--- config.mk ---
export PLATFORM = sky130hd
export DESIGN_NAME = pipelined_adder
export DESIGN_NICKNAME = d
export VERILOG_FILES = /design/src/rtl/adder_pkg.sv /design/src/rtl/add_slice.sv /design/src/rtl/pipelined_adder.sv
export SDC_FILE = /design/constraint.sdc
export NUM_CORES = 1
export LEC_CHECK = 0
export BUFFER_PORTS_ARGS = -buffer_cell sky130_fd_sc_hd__buf_2
export CELL_PAD_IN_SITES_DETAIL_PLACEMENT = 0
export CELL_PAD_IN_SITES_GLOBAL_PLACEMENT = 1
export CORE_MARGIN = 3
export CORE_UTILIZATION = 35
export CTS_BUF_LIST = sky130_fd_sc_hd__clkbuf_8
export CTS_CLUSTER_DIAMETER = 30
export DETAILED_ROUTE_END_ITERATION = 6
export HOLD_SLACK_MARGIN = 0.02
export PLACE_DENSITY_LB_ADDON = 0.1
export SLEW_MARGIN = 20
export SYNTH_ARGS = -nofsm -noshare
export SYNTH_HDL_FRONTEND = slang
export SYNTH_SLANG_ARGS = --single-unit
--- constraint.sdc ---
create_clock -name clk -period 1.9 [get_ports clk]
set_input_delay 0.38 -clock clk [delete_from_list [all_inputs] [get_ports clk]]
set_output_delay 0.38 -clock clk [all_outputs]
set_load 0.01 [all_outputs]
--- src/rtl/adder_pkg.sv ---
// rtl/adder_pkg.sv - shared stage record and parameter check for pipelined arithmetic blocks
`ifndef ADDER_PKG_SV
`define ADDER_PKG_SV
package adder_pkg;

  typedef struct packed {
    logic valid;
    logic carry;
  } stage_t;

  function automatic bit stages_ok(input int width, input int stages);
    return (width >= 1) && (stages >= 1) && (width % stages == 0);
  endfunction

endpackage

// Expands to a generate-if at the use site, so a bad WIDTH/STAGES pair fails elaboration.
`define ADDER_PARAM_CHECK(W, S) \
  if (!adder_pkg::stages_ok(W, S)) begin : g_param_err \
    $error("pipelined adder: WIDTH must be a positive multiple of STAGES"); \
  end
`endif

--- src/rtl/add_slice.sv ---
// rtl/add_slice.sv - combinational CHUNK-bit x + y + ci -> s, co
module add_slice #(
  parameter int CHUNK = 4
) (
  input  logic [CHUNK-1:0] x,
  input  logic [CHUNK-1:0] y,
  input  logic             ci,
  output logic [CHUNK-1:0] s,
  output logic             co
);

  assign {co, s} = {1'b0, x} + {1'b0, y} + {{CHUNK{1'b0}}, ci};

endmodule

--- src/rtl/pipelined_adder.sv ---
// rtl/pipelined_adder.sv - valid/ready pipelined ripple-carry adder, one carry chunk per stage
module pipelined_adder
  import adder_pkg::*;
#(
  parameter int WIDTH  = 16,
  parameter int STAGES = 4
) (
  input  logic             clk,
  input  logic             rst_n,
  input  logic             in_valid,
  output logic             in_ready,
  input  logic [WIDTH-1:0] a,
  input  logic [WIDTH-1:0] b,
  input  logic             cin,
  output logic             out_valid,
  input  logic             out_ready,
  output logic [WIDTH-1:0] sum,
  output logic             cout,
  output logic             ovf
);

  localparam int CHUNK = WIDTH / STAGES;

  `ADDER_PARAM_CHECK(WIDTH, STAGES)

  // x holds finished sum bits below the stage boundary and pending a bits above it
  stage_t           stg_q [STAGES];
  stage_t           stg_d [STAGES];
  logic [WIDTH-1:0] x_q   [STAGES];
  logic [WIDTH-1:0] x_d   [STAGES];
  logic [WIDTH-1:0] y_q   [STAGES];
  logic [WIDTH-1:0] y_d   [STAGES];
  logic [1:0]       msb_q [STAGES];
  logic [1:0]       msb_d [STAGES];

  logic [STAGES-1:0]            up_valid_w;
  logic [STAGES-1:0]            up_carry_w;
  logic [STAGES-1:0][WIDTH-1:0] up_x_w;
  logic [STAGES-1:0][WIDTH-1:0] up_y_w;
  logic [STAGES-1:0][1:0]       up_msb_w;
  logic [STAGES-1:0][CHUNK-1:0] s_w;
  logic [STAGES-1:0]            co_w;
  logic [STAGES-1:0]            rdy_w;

  for (genvar k = 0; k < STAGES; k++) begin : g_stage
    if (k == 0) begin : g_first
      assign up_valid_w[k] = in_valid;
      assign up_carry_w[k] = cin;
      assign up_x_w[k]     = a;
      assign up_y_w[k]     = b;
      assign up_msb_w[k]   = {a[WIDTH-1], b[WIDTH-1]};
    end else begin : g_next
      assign up_valid_w[k] = stg_q[k-1].valid;
      assign up_carry_w[k] = stg_q[k-1].carry;
      assign up_x_w[k]     = x_q[k-1];
      assign up_y_w[k]     = y_q[k-1];
      assign up_msb_w[k]   = msb_q[k-1];
    end

    add_slice #(.CHUNK(CHUNK)) u_slice (
      .x  (up_x_w[k][k*CHUNK +: CHUNK]),
      .y  (up_y_w[k][k*CHUNK +: CHUNK]),
      .ci (up_carry_w[k]),
      .s  (s_w[k]),
      .co (co_w[k])
    );
  end

  // A stage can take new data if it is empty or everything downstream of it can move.
  always_comb begin : ready_chain
    logic chain;
    chain = out_ready;
    rdy_w = '0;
    for (int k = STAGES - 1; k >= 0; k--) begin
      chain    = !stg_q[k].valid || chain;
      rdy_w[k] = chain;
    end
  end

  always_comb begin
    for (int k = 0; k < STAGES; k++) begin
      stg_d[k] = stg_q[k];
      x_d[k]   = x_q[k];
      y_d[k]   = y_q[k];
      msb_d[k] = msb_q[k];
      if (rdy_w[k]) begin
        stg_d[k].valid = up_valid_w[k];
      end
      if (rdy_w[k] && up_valid_w[k]) begin
        stg_d[k].carry             = co_w[k];
        x_d[k]                     = up_x_w[k];
        x_d[k][k*CHUNK +: CHUNK]   = s_w[k];
        y_d[k]                     = up_y_w[k];
        msb_d[k]                   = up_msb_w[k];
      end
    end
  end

  always_ff @(posedge clk or negedge rst_n) begin
    if (!rst_n) begin
      for (int k = 0; k < STAGES; k++) begin
        stg_q[k] <= '0;
        x_q[k]   <= '0;
        y_q[k]   <= '0;
        msb_q[k] <= '0;
      end
    end else begin
      for (int k = 0; k < STAGES; k++) begin
        stg_q[k] <= stg_d[k];
        x_q[k]   <= x_d[k];
        y_q[k]   <= y_d[k];
        msb_q[k] <= msb_d[k];
      end
    end
  end

  assign in_ready  = rdy_w[0];
  assign out_valid = stg_q[STAGES-1].valid;
  assign sum       = x_q[STAGES-1];
  assign cout      = stg_q[STAGES-1].carry;
  assign ovf       = (msb_q[STAGES-1][1] == msb_q[STAGES-1][0]) &&
                     (x_q[STAGES-1][WIDTH-1] != msb_q[STAGES-1][1]);

endmodule

==> results.md, run 1 <==
- Slowest cell delay on critical path: 0.43 ns
- Highest-delay cell along the critical path: dfrtp_1
- Clock root buffer: clkbuf_8
- Final setup violation count: 0
- Max IR drop VDD: 0.498 mV
- IO buf count: 56
- Syn nets: 356
- Total power: 6.51 mW
- HP Class: primary input to async pin
- YS warnings: 0
- Relative slew slack: 63.9%
- Total length of routed wires: 7.32 mm
- Vias/cell: 4.64
- Clk slew on worst S/H paths: 0.09 ns
- Final net count: 419
- CTS Sinks: 98
- Detailed-placement wirelength estimate: 4.82 mm
- Post-route setup TNS: 0 ns
- Max Clock Freq: 0.566 GHz
- Starting DRC count in detailed routing: 66
- Share of final-layout standard cells stronger than drive strength 1: 42.6%
- Synth Cell Area: 4230 um^2
- CTS Hold Bufs: 0
- Source-to-sink clock delay at the later pin of the worst-skew pair: 0.36 ns
- Routed wire per std cell: 14.4 um
- # diodes: 0
- Leak Pwr: 2.29 nW
- Crit Path Max Fanout: 4
- Number of failing hold endpoints at the final stage: 0
- Post-synthesis async set-or-reset flop share: 100%
- Final count of pins violating max slew: 0
- Worst hold margin: 0.0442 ns
- Max-cap violations: 0
- Total clock buffers created by CTS: 9
- Floorplan die width: 116 um
- First-pass iteration count of the detailed router: 3
- Count of cell types in the netlist: 29
- Antenna-violating nets left: 0
- Gate family responsible for the most delay along the worst path: simple AND/OR/NAND/NOR gates
- Most frequently used cell type in the post-synthesis netlist: dfrtp_1
- Vias: 2361
- Boundary Pins: 57
- Average footprint of a synthesized cell: 14.1 um^2
- Count of placed standard cells in the final layout, fillers left out: 509
- Total core area: 11600 um^2
- Vias in the first global route: 2433
- Worst Skew: 0.00944 ns
- Die area: 13400 um^2
- Die span in y: 116 um
- Starting density of the core: 36.4%
- Post-synth EDFFs: 0
- Status: completed
- Dominant register cell in the synthesized netlist: dfrtp_1
- Post-layout worst setup margin: 0.133 ns
- Classification of the worst setup path: register to output pin
- Rows: 39
- Synth area leader: dfrtp_1
- Endpoint arrival time on the critical path: 1.39 ns
- Total of fill cells in the finished design: 1116
- Minimum clock period: 1.77 ns
- Post-CTS setup buffers: 0
- Synthesized flop and latch total: 98
- Deepest clock path buffer count: 2
- Period utilisation layout: 93.0%
- Largest net degree at the start of global routing: 99
- Post-synthesis instance total: 299
- Most numerous cell types in the synthesized netlist: dfrtp_1, mux2_2, nand2_1, inv_1, o21ai_0
- Antenna violations before repair: 1
- Critical path required time: 1.52 ns
- GRT overflow: 0
- Setup repair after global routing missed its margin: false
- Signed area change from the synthesized netlist to the final layout: 16.1%
- Startpoint Class: register
- Crit path cell chain: nand4b_4 -> or2_2 -> buf_2
- Slew at the pin closest to its max-slew limit: 0.542 ns
- Pre-CTS worst setup slack: 0.0834 ns
- Power density of the placed cells: 1330 nW/um^2
- CTS H-Tree Depth: 3
- Sum of buffers and inverters on the critical path: 1
- Placed insts: 494
- DR DRC count: 0
- RD Place Congestion: 0.691
- Global-route wire length before repair: 12.4 mm
- Share of the synthesized area in the top cell type: 58.0%
- Overall track demand over capacity in global routing: 12.0%
- Worst setup EP type: output pin
- Sequential share of the synthesized area: 58.0%
- Clock tree from TritonCTS: yes
- Largest cells by area after synthesis: dfrtp_1, mux2_2, fa_1, ha_1, o21ai_0
-- final cells by class --
class,count,area [um^2],area share (%)
multi-input combinational,172,1620,33.0
clock buffer,9,124,2.52
timing repair buffer,62,378,7.70
inverter,19,71.3,1.45
tap,143,179,3.65
clock inverter,6,83.8,1.71
sequential,98,2450,50.0
-- what timing repair did --
item / CTS / global route
endpoints found under the setup margin: 0 / 1
hold endpoints to repair: 0 / 0
gates resized for setup: 0 / 1
-- cells in the final DEF (no fill, tap or decap) --
master	instances
inv_1	20
o21a_1	1
dfrtp_1	98
xor2_1	6
nand2_1	21
bufinv_16	2
clkinvlp_4	2
fa_1	7
mux2_1	2
o21ai_4	1
nand4b_4	1
clkinv_2	1
buf_4	3
nand2b_1	4
nand3b_1	1
xnor2_1	1
a21boi_0	1
o21ai_0	18
nor2_1	1
a21o_1	5
o31ai_1	1
fa_2	1
nor2b_1	2
nor3_1	1
a21oi_1	6
ha_1	12
or2_2	1
buf_12	4
a31oi_1	1
clkbuf_8	9
nand2_2	1
buf_2	55
mux2_2	75
nor3b_1	1
-- logic make-up (layout without fill, tap and decap cells) --
family / after synthesis / in the layout / synth area share (%)
xor+xnor: 7 / 7 / 1.45
fa+ha+maj: 20 / 20 / 7.34
mux: 77 / 77 / 20.5
compound gates: 34 / 34 / 4.79
buf+inv: 29 / 96 / 3.73
flops: 98 / 98 / 58.0
simple gates: 34 / 34 / 4.17
-- power breakdown --
part           switching, mW  internal, mW
sequential             0.374          2.79
combinational          0.869          1.05
clock                  0.702         0.728
-- through the flow --
stage | area, um^2 | utilization (%)
final | 4910 | 42.3
after global routing | 4910 | 42.3
after CTS | 4910 | 42.2
after detailed placement | 4700 | 40.5
after global placement | 4700 | 40.5
after floorplan | 4230 | -
-- registers in the layout, summed over array words and instances, names as in the netlist --
signal     flops
out_valid      1
msb_q          5
sum           16
stg_q          6
cout           1
up_x_w        48
up_y_w        21
-- path summary, 6_finish.rpt --
| kind | endpoint | startpoint | cells past startpoint | slack (ns) |
|---|---|---|---|---|
| min | sum[10] | rst_n | 2 | 0.04 |
| min in group clk | up_x_w[26] | a[10] | 2 | 0.23 |
| max | in_ready | stg_q[3] | 3 | 0.13 |
| min reg2reg | sum[14] | sum[14] | 2 | 0.48 |
| max in group asynchronous | up_x_w[22] | rst_n | 2 | 1.42 |
| max reg2reg | stg_q[2] | stg_q[4] | 6 | 0.15 |
-- metal layers --
layer	routed length [um]	part of all wire, %	vias up	global-route usage (%)
li1	-	-	1143	-
met1	3350	46	1161	15.4
met2	3490	48	47	19.2
met3	386	5.3	8	4.65
met4	74	1.0	2	3.25
met5	13	0.18	-	0
No activity file was read; power rests on OpenSTA's default activity.
==> run 2: changes to the inputs <==
- MAX_ROUTING_LAYER: default -> met4
- clock period: 1.9 -> 1.8 ns (I/O delays scaled with it)
==> results.md, run 2 (synthesized netlist as in run 1, its figures left out) <==
- First-pass iteration count of the detailed router: 4 (+1)
- Largest net degree at the start of global routing: 44 (-56%)
- Most utilized layer in the global route result: met2
- Rows: 39 (unchanged)
- Setup repair after global routing missed its margin: false
- Clk slew on worst S/H paths: 0.09 ns (about the same)
- Boundary Pins: 57 (unchanged)
- GRT overflow: 0 (unchanged)
- Starting DRC count in detailed routing: 61 (-7.6%)
- Vias/cell: 4.61 (-0.57%)
- CTS H-Tree Depth: 3 (unchanged)
- Relative slew slack: 73.7% (+9.8 points)
- Status: completed
- Clock root buffer: clkbuf_8
- Terminus of the critical flop-to-flop path: cout
- Antenna-violating nets left: 0 (unchanged)
- R2r startpoint: stg_q[2]
- Worst setup EP type: output pin
- Worst min-delay path endpoint: up_y_w[22]
- Final setup violation count: 0 (unchanged)
- Global-route met1 utilization: 16.3% (+0.90 points)
- Total core area: 11600 um^2 (unchanged)
- Most common library cell in the layout ignoring fill and taps: dfrtp_1
- Worst hold path startpoint: b[6]
- Max IR drop VDD: 0.569 mV (+14%)
- RD Place Congestion: 0.733 (+6.0%)
- Slew at the pin closest to its max-slew limit: 0.395 ns (-0.146 ns)
- Worst hold margin: 0.220 ns (+0.176 ns)
- Final net count: 421 (+0.48%)
- Worst Skew: 0.00474 ns (-0.00470 ns)
- Number of flip-flops under the largest register name: 48 (unchanged)
- Detailed-placement wirelength estimate: 5.12 mm (+6.3%)
- Total length of routed wires: 7.54 mm (+3.1%)
- Met3 capacity usage during global routing: 3.39% (-1.3 points)
- Clock tree from TritonCTS: yes
- HP Class: primary input to register
- Critical path required time: 1.44 ns (-0.08 ns)
- Period utilisation layout: 93.6%
- Max-cap violations: 0 (unchanged)
- Starting density of the core: 36.4% (unchanged)
- Crit Path Max Fanout: 4 (unchanged)
- Die area: 13400 um^2 (unchanged)
- Minimum clock period: 1.69 ns
- Met2 GRT Util: 19.1% (-0.12 points)
- Deepest clock path buffer count: 2 (unchanged)
- Top library cells by usage in the layout, fill and taps aside: dfrtp_1, mux2_2, buf_2
- IO buf count: 56 (unchanged)
- Overall track demand over capacity in global routing: 12.6% (+0.57 points)
- Minimum setup slack among reg-to-reg paths: 0.12 ns (-0.03 ns)
- Leak Pwr: 2.31 nW (+0.63%)
- Power density of the placed cells: 1350 nW/um^2 (+1.6%)
- Vias in the first global route: 2449 (+0.66%)
- Share of final-layout standard cells stronger than drive strength 1: 42.5% (-0.076 points)
- Endpoint arrival time on the critical path: 1.33 ns (-0.06 ns)
- Routed wire per std cell: 14.7 um (+2.3%)
- Global-route wire length before repair: 12.4 mm (+0.73%)
- Max Clock Freq: 0.593 GHz
- Cell count of the worst reg-to-reg path: 7 (+1)
- CTS Sinks: 98 (unchanged)
- Number of failing hold endpoints at the final stage: 0 (unchanged)
- Startpoint Class: register
- Total clock buffers created by CTS: 9 (unchanged)
- Source-to-sink clock delay at the later pin of the worst-skew pair: 0.35 ns (about the same)
- Total power: 6.62 mW (+1.7%)
- Final count of pins violating max slew: 0 (unchanged)
- DR DRC count: 0 (unchanged)
- Classification of the worst setup path: register to output pin
- Worst setup path startpoint: out_valid
- Antenna violations before repair: 1 (unchanged)
- Signed area change from the synthesized netlist to the final layout: 16.2%
- Worst Hold Depth: 2
- Die span in y: 116 um (unchanged)
- Floorplan die width: 116 um (unchanged)
- Vias: 2366 (+0.21%)
[run 2: cell count changes in the layout (fill, tap and decap cells not counted), moves of 2 or more]
| cell | change |
|---|---|
| clkinv_2 | +2 |
| clkinvlp_4 | -2 |
| inv_1 | +2 |
| bufinv_16 | -2 |
| buf_12 | +2 |
[run 2: power by group]
part	switching, mW	internal [mW]	total [mW]
Clock	0.726	0.520	1.25
Sequential	0.397	2.94	3.34
Combinational	0.917	1.12	2.04
[run 2: worst max-delay path, cell delays in order (launching register included)]
cell	delay, ns
dfrtp_1	0.44
nand4b_4	0.15
or2_4	0.25
buf_2	0.14
[run 2: worst max-delay path by stage]
stage                            end  depth (start not counted)
final                       in_ready                          3
after floorplan           up_x_w[17]                          5
after detailed placement    stg_q[2]                          6
after CTS                   in_ready                          3
after global routing        stg_q[2]                          6
after global placement      stg_q[2]                          6
[run 2: area by class of cell]
class,instances,area [um^2]
antenna,1,2.50
clock buffer,10,138
clock inverter,6,26.3
fill,1112,6700
inverter,19,71.3
multi-input combinational,172,1630
sequential,98,2450
tap,143,179
timing repair buffer,64,420
[run 2: stage by stage]
stage	util (%)	std cells	setup TNS (ns)	setup WS, ns	area [um^2]
after detailed placement	40.7	494	-0.0244	-0.0244	4720
after global routing	42.3	513	0	0.0108	4910
after global placement	40.7	494	-0.0365	-0.0365	4720
after floorplan	-	299	0	0.152	4230
final	42.3	513	0	0.115	4910
after CTS	42.2	511	0	0.0266	4900
[run 2: per-layer routing]
layer | part of all wire, % | vias up | wire (um)
met5 | 0 | - | 0
met4 | 1.3 | 0 | 98
met3 | 4.8 | 6 | 365
met2 | 46 | 41 | 3500
met1 | 48 | 1169 | 3580
li1 | - | 1150 | -
[run 2: timing repair]
item | 4_1_cts | 5_1_grt
pin swaps | 0 | 1
endpoints found under the setup margin | 1 | 2
resized for setup | 1 | 2
endpoints found under the hold margin | 26 | 0
hold buffers | 1 | 0
setup buffers | 0 | 1
